===== config.mk =====
export PLATFORM = sky130hd
export DESIGN_NAME = axi_wr_sched
export DESIGN_NICKNAME = d
export VERILOG_FILES = /design/src/rtl/axi_wr_pkg.sv /design/src/rtl/rr_arb2.sv /design/src/rtl/axi_wr_sched.sv
export SDC_FILE = /design/constraint.sdc
export NUM_CORES = 1
export LEC_CHECK = 0
export CAP_MARGIN = 10
export CORE_AREA = 2 2 77 153
export CTS_BUF_LIST = sky130_fd_sc_hd__clkbuf_4 sky130_fd_sc_hd__clkbuf_8
export CTS_CLUSTER_SIZE = 20
export DETAILED_ROUTE_END_ITERATION = 6
export DIE_AREA = 0 0 79 155
export PLACE_DENSITY = 0.82
export SYNTH_ARGS = -nofsm -noshare
export SYNTH_HDL_FRONTEND = slang
export SYNTH_SLANG_ARGS = --single-unit

===== constraint.sdc =====
create_clock -name M_AXI_ACLK -period 9.1 [get_ports M_AXI_ACLK]
set_input_delay 0.91 -clock M_AXI_ACLK [delete_from_list [all_inputs] [get_ports M_AXI_ACLK]]
set_output_delay 0.91 -clock M_AXI_ACLK [all_outputs]
set_load 0.1 [all_outputs]

===== src/rtl/axi_wr_pkg.sv =====
// Shared definitions for the two-channel AXI write scheduler: FSM encoding,
// response codes, default buffer layout and the burst-size helper.
package axi_wr_pkg;

    typedef enum logic [1:0] {
        S_IDLE      = 2'd0,
        S_START     = 2'd1,
        S_WAIT_DONE = 2'd2,
        S_UPDATE    = 2'd3
    } sched_state_t;

    localparam logic [1:0]  BRESP_OKAY      = 2'b00;

    localparam logic [27:0] DEF_CH0_BASE    = 28'h000_0000;
    localparam logic [27:0] DEF_CH1_BASE    = 28'h080_0000;
    localparam logic [27:0] DEF_BUF_STRIDE  = 28'h020_0000;
    localparam logic [27:0] DEF_FRAME_BYTES = 28'h012_C000;

    function automatic int burst_bytes(input int beats, input int data_w);
        return beats * data_w / 8;
    endfunction

endpackage


===== src/rtl/rr_arb2.sv =====
// Two-requester round-robin arbiter; combinational, one-hot grant.
// On a tie the requester that did not win last time is granted.
module rr_arb2 (
    input  logic [1:0] req,
    input  logic       last_grant,
    output logic [1:0] grant
);

    always_comb begin
        grant = 2'b00;
        unique case (req)
            2'b01:   grant = 2'b01;
            2'b10:   grant = 2'b10;
            2'b11:   grant = last_grant ? 2'b01 : 2'b10;
            default: grant = 2'b00;
        endcase
    end

endmodule


===== src/rtl/axi_wr_sched.sv =====
// Round-robin write scheduler in front of axi_wr_ctrl: grants one burst at a
// time to two FIFO sources and walks per-channel ping-pong frame buffers.
module axi_wr_sched
    import axi_wr_pkg::*;
#(
    parameter int                            C_M_AXI_ADDR_WIDTH = 28,
    parameter int                            C_M_AXI_DATA_WIDTH = 16,
    parameter int                            BURST_LEN          = 64,
    parameter int                            FIFO_CNT_W         = 11,
    parameter logic [C_M_AXI_ADDR_WIDTH-1:0] FRAME_BYTES        = DEF_FRAME_BYTES,
    parameter logic [C_M_AXI_ADDR_WIDTH-1:0] CH0_BASE           = DEF_CH0_BASE,
    parameter logic [C_M_AXI_ADDR_WIDTH-1:0] CH1_BASE           = DEF_CH1_BASE,
    parameter logic [C_M_AXI_ADDR_WIDTH-1:0] BUF_STRIDE         = DEF_BUF_STRIDE,
    parameter int                            TIMEOUT_CYC        = 4096
) (
    input  logic                          M_AXI_ACLK,
    input  logic                          M_AXI_ARESETN,
    input  logic [1:0]                    ch_en,
    input  logic [1:0]                    ch_frame_sync,
    input  logic [FIFO_CNT_W-1:0]         ch0_fifo_cnt,
    input  logic [FIFO_CNT_W-1:0]         ch1_fifo_cnt,
    input  logic                          wr_done,
    input  logic                          wr_err,
    output logic                          wr_start,
    output logic [C_M_AXI_ADDR_WIDTH-1:0] wr_addr,
    output logic [7:0]                    wr_len,
    output logic [1:0]                    ch_rd_sel,
    output logic [1:0]                    ch_frame_done,
    output logic [1:0]                    ch_buf_idx,
    output logic                          sched_err
);

    localparam int                            AW   = C_M_AXI_ADDR_WIDTH;
    localparam int                            WD_W = $clog2(TIMEOUT_CYC + 1);
    localparam logic [AW-1:0]                 BB   = AW'(burst_bytes(BURST_LEN, C_M_AXI_DATA_WIDTH));
    localparam logic [FIFO_CNT_W-1:0]         THR  = FIFO_CNT_W'(BURST_LEN);

    sched_state_t     state_q, state_d;
    logic             gnt_q;
    logic             last_grant_q;
    logic [AW-1:0]    offset_q [2];
    logic [1:0]       buf_idx_q;
    logic [1:0]       sync_pend_q;
    logic             adv_q;
    logic [WD_W-1:0]  wd_cnt_q;
    logic             sched_err_q;
    logic [AW-1:0]    wr_addr_q;

    logic [1:0]       elig;
    logic [1:0]       gnt_oh;
    logic             timeout;
    logic             sync_g;
    logic             frame_wrap;
    logic [AW-1:0]    eff_off [2];
    logic [AW-1:0]    addr_ch [2];
    logic [AW-1:0]    addr_sel;

    assign elig[0] = ch_en[0] && (ch0_fifo_cnt >= THR);
    assign elig[1] = ch_en[1] && (ch1_fifo_cnt >= THR);

    rr_arb2 u_arb (
        .req        (elig),
        .last_grant (last_grant_q),
        .grant      (gnt_oh)
    );

    // A sync arriving in the grant cycle already restarts the frame for this burst.
    always_comb begin
        for (int i = 0; i < 2; i++) begin
            eff_off[i] = ch_frame_sync[i] ? '0 : offset_q[i];
        end
        addr_ch[0] = CH0_BASE + (buf_idx_q[0] ? BUF_STRIDE : '0) + eff_off[0];
        addr_ch[1] = CH1_BASE + (buf_idx_q[1] ? BUF_STRIDE : '0) + eff_off[1];
        addr_sel   = gnt_oh[0] ? addr_ch[0] : addr_ch[1];
    end

    assign sync_g     = sync_pend_q[gnt_q] | ch_frame_sync[gnt_q];
    assign frame_wrap = adv_q && !sync_g && ((offset_q[gnt_q] + BB) == FRAME_BYTES);

    always_comb begin
        state_d = state_q;
        timeout = 1'b0;
        unique case (state_q)
            S_IDLE:      if (|elig) state_d = S_START;
            S_START:     state_d = S_WAIT_DONE;
            S_WAIT_DONE: begin
                if (wr_done) begin
                    state_d = S_UPDATE;
                end else if (wd_cnt_q == WD_W'(TIMEOUT_CYC - 1)) begin
                    state_d = S_IDLE;
                    timeout = 1'b1;
                end
            end
            S_UPDATE:    state_d = S_IDLE;
            default:     state_d = S_IDLE;
        endcase
    end

    always_ff @(posedge M_AXI_ACLK or negedge M_AXI_ARESETN) begin
        if (!M_AXI_ARESETN) begin
            state_q      <= S_IDLE;
            gnt_q        <= 1'b0;
            last_grant_q <= 1'b1;
            offset_q[0]  <= '0;
            offset_q[1]  <= '0;
            buf_idx_q    <= 2'b00;
            sync_pend_q  <= 2'b00;
            adv_q        <= 1'b0;
            wd_cnt_q     <= '0;
            sched_err_q  <= 1'b0;
            wr_addr_q    <= '0;
        end else begin
            state_q  <= state_d;
            wd_cnt_q <= (state_q == S_WAIT_DONE) ? wd_cnt_q + 1'b1 : '0;

            if (state_q == S_IDLE && |elig) begin
                gnt_q     <= gnt_oh[1];
                wr_addr_q <= addr_sel;
            end

            if (state_q == S_WAIT_DONE && wr_done) begin
                adv_q <= !wr_err;
            end

            if ((wr_done && (state_q != S_WAIT_DONE || wr_err)) || timeout) begin
                sched_err_q <= 1'b1;
            end

            for (int i = 0; i < 2; i++) begin
                if (ch_frame_sync[i]) begin
                    if (state_q != S_IDLE && gnt_q == 1'(i)) begin
                        sync_pend_q[i] <= 1'b1;
                    end else begin
                        offset_q[i] <= '0;
                    end
                end
            end

            // Burst retired (or abandoned): resolve the granted channel's position.
            if (state_q == S_UPDATE) begin
                last_grant_q       <= gnt_q;
                sync_pend_q[gnt_q] <= 1'b0;
                if (sync_g) begin
                    offset_q[gnt_q] <= '0;
                end else if (frame_wrap) begin
                    offset_q[gnt_q]  <= '0;
                    buf_idx_q[gnt_q] <= ~buf_idx_q[gnt_q];
                end else if (adv_q) begin
                    offset_q[gnt_q] <= offset_q[gnt_q] + BB;
                end
            end else if (timeout) begin
                sync_pend_q[gnt_q] <= 1'b0;
                if (sync_g) offset_q[gnt_q] <= '0;
            end
        end
    end

    assign wr_start      = (state_q == S_START);
    assign wr_addr       = wr_addr_q;
    assign wr_len        = 8'(BURST_LEN - 1);
    assign ch_rd_sel     = (state_q == S_START || state_q == S_WAIT_DONE)
                         ? (gnt_q ? 2'b10 : 2'b01) : 2'b00;
    assign ch_frame_done = (state_q == S_UPDATE && frame_wrap)
                         ? (gnt_q ? 2'b10 : 2'b01) : 2'b00;
    assign ch_buf_idx    = buf_idx_q;
    assign sched_err     = sched_err_q;

endmodule


## Word level (Yosys, flattened, before mapping)

Cells that the tools add are included.

| word-level totals | value |
|---|---|
| input bits | 30 |
| logic and storage cells | 113 |
| output and inout port bits | 44 |
| register bits after elaboration | 107 |

| operators by class | value |
|---|---|
| equal/unequal tests | 11 |
| magnitude comparators | 6 |
| multiplexer cells | 49 |
| bitwise logic cells | 9 |
| reductions and logical operators | 22 |
| $add $sub $neg | 5 |

Operator list:

| kind | number |
|---|---|
| $mux W56 | 6 |
| $mux W28 | 11 |
| $and A56 B56 Y56 | 1 |
| $bwmux W56 | 1 |
| $not A56 Y56 | 1 |
| $mux W22 | 2 |
| $add A22 B28 Y28 | 1 |
| $add A25 B28 Y28 | 1 |
| $add A28 B8 Y28 const B | 1 |
| $demux W28 S1 | 1 |
| $eq A28 B21 Y1 const B | 1 |
| $add A24 B22 Y25 const A | 1 |
| $ge A11 B7 Y1 const B | 2 |
| $mux W2 | 9 |
| $mux W1 | 14 |
| $add A13 B1 Y13 const B | 1 |
| $eq A13 B12 Y1 const B | 1 |
| $mux W13 | 1 |
| $logic_and A1 B1 Y1 | 12 |
| $eq A2 B2 Y1 const B | 4 |
| $pmux W2 S4 | 1 |
| $pmux W2 S3 | 1 |
| $eq A2 B1 Y1 const B | 2 |
| $ne A2 B2 Y1 const B | 2 |
| 19 further kinds | 24 |

## Logic depth before layout (Yosys ltp)

| logic depth | value |
|---|---|
| word-level depth | 10 |
| depth in mapped cells | 18 |
| depth with buffers taken out | 11 |

## By module

A second synthesis with hierarchy kept.

| unflattened totals | value |
|---|---|
| cells, all modules | 743 |
| area, all modules | 6556.3 um^2 |

By module, submodules not included:

| module | seq. area each (um^2) | instances | area an instance (um^2) | cells an instance |
|---|---|---|---|---|
| axi_wr_sched | 2678.8 | 1 | 6537.5 | 740 |
| rr_arb2 | 0.0 | 1 | 18.8 | 3 |

## Worst setup path before layout

Ideal clock, no wire load.

| path | value |
|---|---|
| kind | flip-flop to output port |
| start | register gnt_q |
| end | output ch_frame_done[1] |
| data arrival time | 5.357 ns |
| stages on the path, launching flop included | 17 |
| slack | 2.833 ns |
| required time | 8.190 ns |
| cell sequence | dfrtp_1 -> buf_6 -> buf_2 -> buf_2 -> buf_1 -> clkbuf_1 -> buf_1 -> mux2_2 -> ha_1 -> clkbuf_1 -> nand4b_1 -> a22oi_1 -> xor2_1 -> o2111ai_1 -> or4_1 -> or4_1 -> nor2_1 |

| on the way | value |
|---|---|
| cells in the longest elaborated chain, start to end | 9 |

RTL lines:

| what | line | source |
|---|---|---|
| start: declaration | axi_wr_sched.sv:39 | `logic gnt_q;` |
| start signal: assignment | axi_wr_sched.sv:117 | `gnt_q <= gnt_oh[1];` |
| $not A1 Y2 (not written as such) | axi_wr_sched.sv:78 | `assign frame_wrap = adv_q && !sync_g && ((offset_q[gnt_q] + BB) == FRAME_BYTES);` |
| $mux W28 (not written as such) (3 in a row) | axi_wr_sched.sv:78 |  |
| $add A28 B8 Y28 | axi_wr_sched.sv:78 |  |
| $eq A28 B21 Y1 | axi_wr_sched.sv:78 |  |
| $logic_and A1 B1 Y1 | axi_wr_sched.sv:78 |  |
| $logic_and A1 B1 Y1 | axi_wr_sched.sv:163 | `assign ch_frame_done = (state_q == S_UPDATE && frame_wrap)` |
| $mux W2 * | axi_wr_sched.sv:164 | `? (gnt_q ? 2'b10 : 2'b01) : 2'b00;` |
| end: declaration | axi_wr_sched.sv:28 | `output logic [1:0] ch_frame_done,` |

Every way passes the cells marked *; elsewhere a longest branch is shown, timed or not. The select of a mux whose other input is x is not followed.

## Final worst setup path

| path | value |
|---|---|
| start | register gnt_q |
| end | output ch_frame_done[0] |

Same word-level chain as after synthesis.

==> impl_metrics.yaml <==
status:
  status: "finished clean"
drt:
  drt_wl_total_um: 17000
  vias_per_cell: 6.54
  ant_nets: 0
  dr.pass1.iters: 7
  remaining_drc_errors: 0
  via_count: 5874
  wl_per_cell_um: 19.0
  first_iter_violations: 628
setup_path:
  cp_top_family: "simple AND/OR/NAND/NOR gates"
  r2r-end: "offset_q[45]"
  worst-r2r-cell-count: 11
  critPathMostFrequentCell: "nand2_1"
  crit_buf_inv: 2
  cp_cell_sequence: "buf_4 > nand2_1 > nand2_1 > ha_1 > nor2b_1 > a31oi_1 > a211oi_1 > o2111ai_1 > or4_1 > nor3b_2 > clkdlybuf4s50_1"
  worstPathArrival_ps: 5900
  worst_setup_path_start_kind: "register"
  criticalPathCategory: "register to output pin"
  crit_slowest_cell: "clkdlybuf4s50_1"
  cp_slowest_stage_delay_ps: 1180
  rrSetupSlack_ps: 3940
  end_kind: "output pin"
  reg2reg_from: "gnt_q"
  critPathMaxFanout: 43
  worstPathRequired_ps: 8190
floorplanning:
  start_util: 0.586
  rows: 55
  die_h_um: 155
  pin_count: 74
  fp.dieW_um: 79
  dieArea_um2: 12200
  coreArea_um2: 11100
timing:
  finalCriticalPeriod_ps: 6810
  worstMarginPinSlew_ps: 1230
  fmax_mhz: 147
  hold_violations: 0
  rsz0062_at_grt: "no"
  finalSetupViolations: 0
  setup_ws_ps: 2290
  slew_viol_final: 0
  fin_tns_setup_ps: 0
  finClkSkew_ps: 13.9
  fin_crit_sh: 0.749
  slew_headroom: 0.176
final_layout:
  final_nets: 791
  nFillCells: 947
  design_area_um2: 7280
  layout-drive-gt1-share: 0.0582
  syn2layout_area_growth_pct: 11.4
  diodes: 0
yosys:
  yosysMostFrequentCell: "dfrtp_1"
  synth_top_cell_by_area: "dfrtp_1"
  ys_ff_latch: 107
  yosys_warnings: 0
  synth_flop_cell: "dfrtp_1"
  seq_area_frac_synth: 0.410
  synth_cells: 726
  avgSynthCellArea_um2: 9.00
  synth.top_cell.area_share: 0.406
  syn_area_um2: 6530
  synth_edf_count: 0
  synth_area_leaders: "dfrtp_1 41%, a21oi_1 5.1%, nor2_1 4.1%, a31oi_1 3.4%, xnor2_1 3.2%"
  synth.distinct_cells: 71
  async_reset_ff_frac: 1.00
  synth_common_cells: "106 x dfrtp_1, 71 x nor2_1, 66 x a21oi_1"
placement:
  gp_congestion: 0.964
  postPlaceCellArea_um2: 7070
  dpl.hpwl_um: 12000
  portBuffers: 53
  pre_cts_slack_ps: 2800
clock_network:
  cts_root_buf: "clkbuf_8"
  h-tree-depth: 3
  cts.repair.resized: 0
  clock_path_buffers: 2
  cts_buffers: 9
  post-cts-setup-buffer-count: 0
  holdBufCountCts: 0
  cts_tree: "done"
  cts_sinks: 107
  path_clk_slew_ps: 110
  clock_latency_ps: 380
min_path:
  hold_path_depth: 2
  hold_path_end: "last_grant_q"
  min_from: "last_grant_q"
  hold_path_class: "register to register"
global_route:
  grt_max_degree: 60
  grt_pass1_wl_um: 27600
  grtUsageTotal: 0.286
  grt_pass1_vias: 5556
  overflow: 0
  antenna_found_initial: 0
job:
  cap_violations: 0
power_and_ir_drop:
  p_per_area_nw_per_um2: 294
  peakVddDrop_v: 0.000189
  power_leakage_nw: 2.97
==> placed cells by master, fill, tap and decap left out, types with 12 or more instances in the layout <==
| cell | instances |
|---|---|
| xnor2_1 | 24 |
| a31oi_1 | 36 |
| xor2_1 | 14 |
| and2_1 | 26 |
| o21ai_0 | 26 |
| nor2_1 | 70 |
| nand4_1 | 13 |
| clkdlybuf4s50_1 | 52 |
| a32o_1 | 12 |
| a21oi_1 | 65 |
| nor3b_1 | 22 |
| nand2_1 | 52 |
| dfrtp_1 | 105 |
| o21ai_1 | 14 |
| mux2i_1 | 20 |
| nand3_1 | 22 |
==> worst reg2reg max path: stages (launching register included) <==
cell and delay, ps:
dfrtp_2 880, buf_4 470, nand2_1 150, nand2_1 110, ha_1 420, nor2b_1 570, a31oi_1 220, a211oi_1 460
o2111ai_1 170, or4_1 610, nand2_1 680, a211oi_1 220
==> state kept, by name, summed over array words and instances, names as in the netlist <==
| name | cells |
|---|---|
| offset_q | 56 |
| wr_addr | 28 |
| wd_cnt_q | 13 |
| ch_buf_idx | 2 |
| state_q | 2 |
| sync_pend_q | 2 |
| adv_q | 1 |
| gnt_q | 1 |
| last_grant_q | 1 |
| sched_err | 1 |
==> power breakdown <==
part	leakage, nW	total, mW	switching (mW)	internal [mW]
registers	1.41	0.642	0.0801	0.562
logic	1.45	1.20	0.925	0.274
clock network	0.106	0.301	0.167	0.134
total	2.97	2.14	1.17	0.970
==> cells by family after synthesis <==
logic type      count (synthesis)  share of synthesized area
flops                         107                      0.410
buf+inv                        63                     0.0465
xor+xnor                       38                     0.0509
fa+ha+maj                      10                     0.0192
other cells                     2                    0.00115
simple gates                  263                      0.215
compound gates                220                      0.221
mux                            23                     0.0358
==> worst max path at each step <==
stage / startpoint / endpoint / slack, ps / cells after the start
2_1_floorplan: gnt_q / ch_frame_done[1] / 2830 / 16
3_3_place_gp: gnt_q / ch_frame_done[0] / 2810 / 11
3_5_place_dp: gnt_q / ch_frame_done[0] / 2800 / 11
4_1_cts: gnt_q / ch_frame_done[0] / 2360 / 11
5_1_grt: gnt_q / ch_frame_done[0] / 2040 / 11
6_report: gnt_q / ch_frame_done[0] / 2290 / 11
==> routing by layer <==
metal / GRT usage / vias to the layer above / routed length (um) / share of wire
met2: 0.479 / 286 / 8540 / 0.50
met5: 0 / - / 0 / 0
met3: 0.0371 / 55 / 1320 / 0.078
li1: - / 2707 / - / -
met1: 0.369 / 2826 / 6550 / 0.38
met4: 0.123 / 0 / 611 / 0.036
==> through the flow <==
step           total power [mW]  utilization  hold slack [ps]  std cells
6_report                   2.14        0.653              481        898
4_1_cts                    2.14        0.653              486        898
5_1_grt                    2.24        0.653              508        898
3_3_place_gp               1.83        0.635              459        882
2_1_floorplan              1.56            -              449        732
3_5_place_dp               1.84        0.635              471        882
==> layout make-up <==
type | instances | area [um^2] | area share
multi-input combinational | 562 | 3590 | 0.493
sequential | 107 | 2680 | 0.368
timing repair buffer | 61 | 588 | 0.0808
tap | 142 | 178 | 0.0244
clock buffer | 10 | 131 | 0.0181
clock inverter | 6 | 72.6 | 0.00997
inverter | 10 | 37.5 | 0.00516
Power figures use the tool's default switching activity.
==> RTL change (config.mk and constraints unchanged) <==
Reset style: synchronous (`M_AXI_ARESETN`), changed in one clocked block.
--- a/src/rtl/axi_wr_sched.sv
+++ b/src/rtl/axi_wr_sched.sv
@@ -97,5 +97,5 @@
     end
 
-    always_ff @(posedge M_AXI_ACLK or negedge M_AXI_ARESETN) begin
+    always_ff @(posedge M_AXI_ACLK) begin
         if (!M_AXI_ARESETN) begin
             state_q      <= S_IDLE;
Behaviour: differs if M_AXI_ARESETN is asserted again (counterexample within 4 cycles, from zero or initial values and one cycle with M_AXI_ARESETN low); with M_AXI_ARESETN held inactive, the same outputs for 4 cycles.
==> RTL change against the unedited design <==
  * Critical path depth unchanged
  * Sequential cell count up 1
  * Worst setup slack better by 650 ps
  * Wire length down 20%
  * Final area down 8.9%
  * Clock skew down 2.1 ps
  * Die area unchanged
  * First-iteration DRC count down 18%
  * Cell count down 12%
  * Register-to-register slack better by 1200 ps
  * Synthesized area down 10%
  * Largest cell class unchanged
Power is not compared: it rests on default switching activity, and its combinational part moved more than twofold at a synthesized area within 25%.
==> RTL change: results (changes against the unedited design) <==
\begin{tabular}{lr}
\hline
Metric & Value \\
\hline
\multicolumn{2}{l}{\textbf{Run status}} \\
Result of the run & completed (unchanged) \\
\multicolumn{2}{l}{\textbf{Synth}} \\
Xor and xnor fraction of the mapped netlist area & 5.776\% (was 5.095\%) \\
Primary flip-flop cell chosen by synthesis mapping & edfxtp\_1 (was dfrtp\_1) \\
Number of synthesized flops with an enable pin & 56 (was 0) \\
Fraction of the yosys area taken by sequential cells & 46.38\% (was 41.01\%) \\
Most area-consuming cells after synthesis & edfxtp\_1 (29\%), dfxtp\_1 (18\%), nor2\_1 (6.7\%) (was dfrtp\_1 (41\%), a21oi\_1 (5.1\%), nor2\_1 (4.1\%)) \\
Synthesized-area fraction occupied by ao, oa, aoi and oai cells & 11.72\% (was 22.08\%) \\
Leading cell types by count after synthesis & nor2\_1 (105), edfxtp\_1 (56), dfxtp\_1 (52), nor3\_1 (40), nand2\_1 (27) (was dfrtp\_1 (106), nor2\_1 (71), a21oi\_1 (66), nand2\_1 (52), a31oi\_1 (36)) \\
Number of unique standard cell types used by synthesis & 64 (was 71) \\
\multicolumn{2}{l}{\textbf{Global route}} \\
Via count of the first global-routing pass & 4600 (was 5556) \\
Global-route met3 utilization & 4.698\% (was 3.712\%) \\
Global-route wire length before repair & 22090 µm (was 27560 µm) \\
Met1 capacity usage during global routing & 28.92\% (was 36.87\%) \\
Pin count of the biggest net entering global routing & 55 (was 60) \\
\multicolumn{2}{l}{\textbf{Worst setup path}} \\
CP arrival & 5260 ps (was 5900 ps) \\
Path depth of the worst reg2reg path & 10 (was 11) \\
Reg-to-Reg End & offset\_q[1][15] (was offset\_q[45]) \\
\multicolumn{2}{l}{\textbf{Placed design}} \\
Instance area after placement & 6431 µm² (was 7074 µm²) \\
Placer Congestion & 0.9776 (was 0.9635) \\
\multicolumn{2}{l}{\textbf{Final layout}} \\
Nets@finish & 683 (was 791) \\
Ratio of cells with drive above 1 in the final layout & 7.099\% (was 5.820\%) \\
Count of filler cells inserted in the layout & 999 (was 947) \\
\multicolumn{2}{l}{\textbf{Routing}} \\
Starting DRC count in detailed routing & 513 (was 628) \\
Routed wire length on met3 & 908 µm (was 1321 µm) \\
\multicolumn{2}{l}{\textbf{Clock tree}} \\
Clock-pin slew reported for the worst setup and hold paths after clock tree synthesis & 90 ps (was 110 ps) \\
\multicolumn{2}{l}{\textbf{Hold path}} \\
Hold Crit Start & wr\_addr[26] (was last\_grant\_q) \\
\multicolumn{2}{l}{\textbf{Timing}} \\
Clk\_skew & 11.76 ps (was 13.89 ps) \\
\hline
\end{tabular}
[RTL change: cell type report]
class / count / area (µm²) / share of cell area (%)
Clock buffer: 9 / 123.9 / 1.869
Clock inverter: 7 / 73.82 / 1.114
Inverter: 14 / 52.55 / 0.7928
Multi-Input combinational cell: 453 / 2917 / 44.00
Sequential cell: 108 / 2724 / 41.09
Tap cell: 142 / 177.7 / 2.680
Timing Repair Buffer: 57 / 560.5 / 8.456
[RTL change: how the worst max path moves through the flow]
stage / startpoint / end / slack, ps / cells past startpoint
2_1_floorplan: register / ch_frame_done[0] / 2630 / 14
3_3_place_gp: register / ch_frame_done[1] / 3480 / 11
3_5_place_dp: register / ch_frame_done[1] / 3440 / 11
4_1_cts: register / ch_frame_done[1] / 2950 / 11
5_1_grt: register / ch_frame_done[1] / 2730 / 11
6_report: register / ch_frame_done[1] / 2930 / 11
[RTL change: power by group]
group          total (mW)  internal, mW  switching (mW)
combinational       0.464         0.121           0.342
sequential          0.600         0.561          0.0385
clock               0.296         0.128           0.167
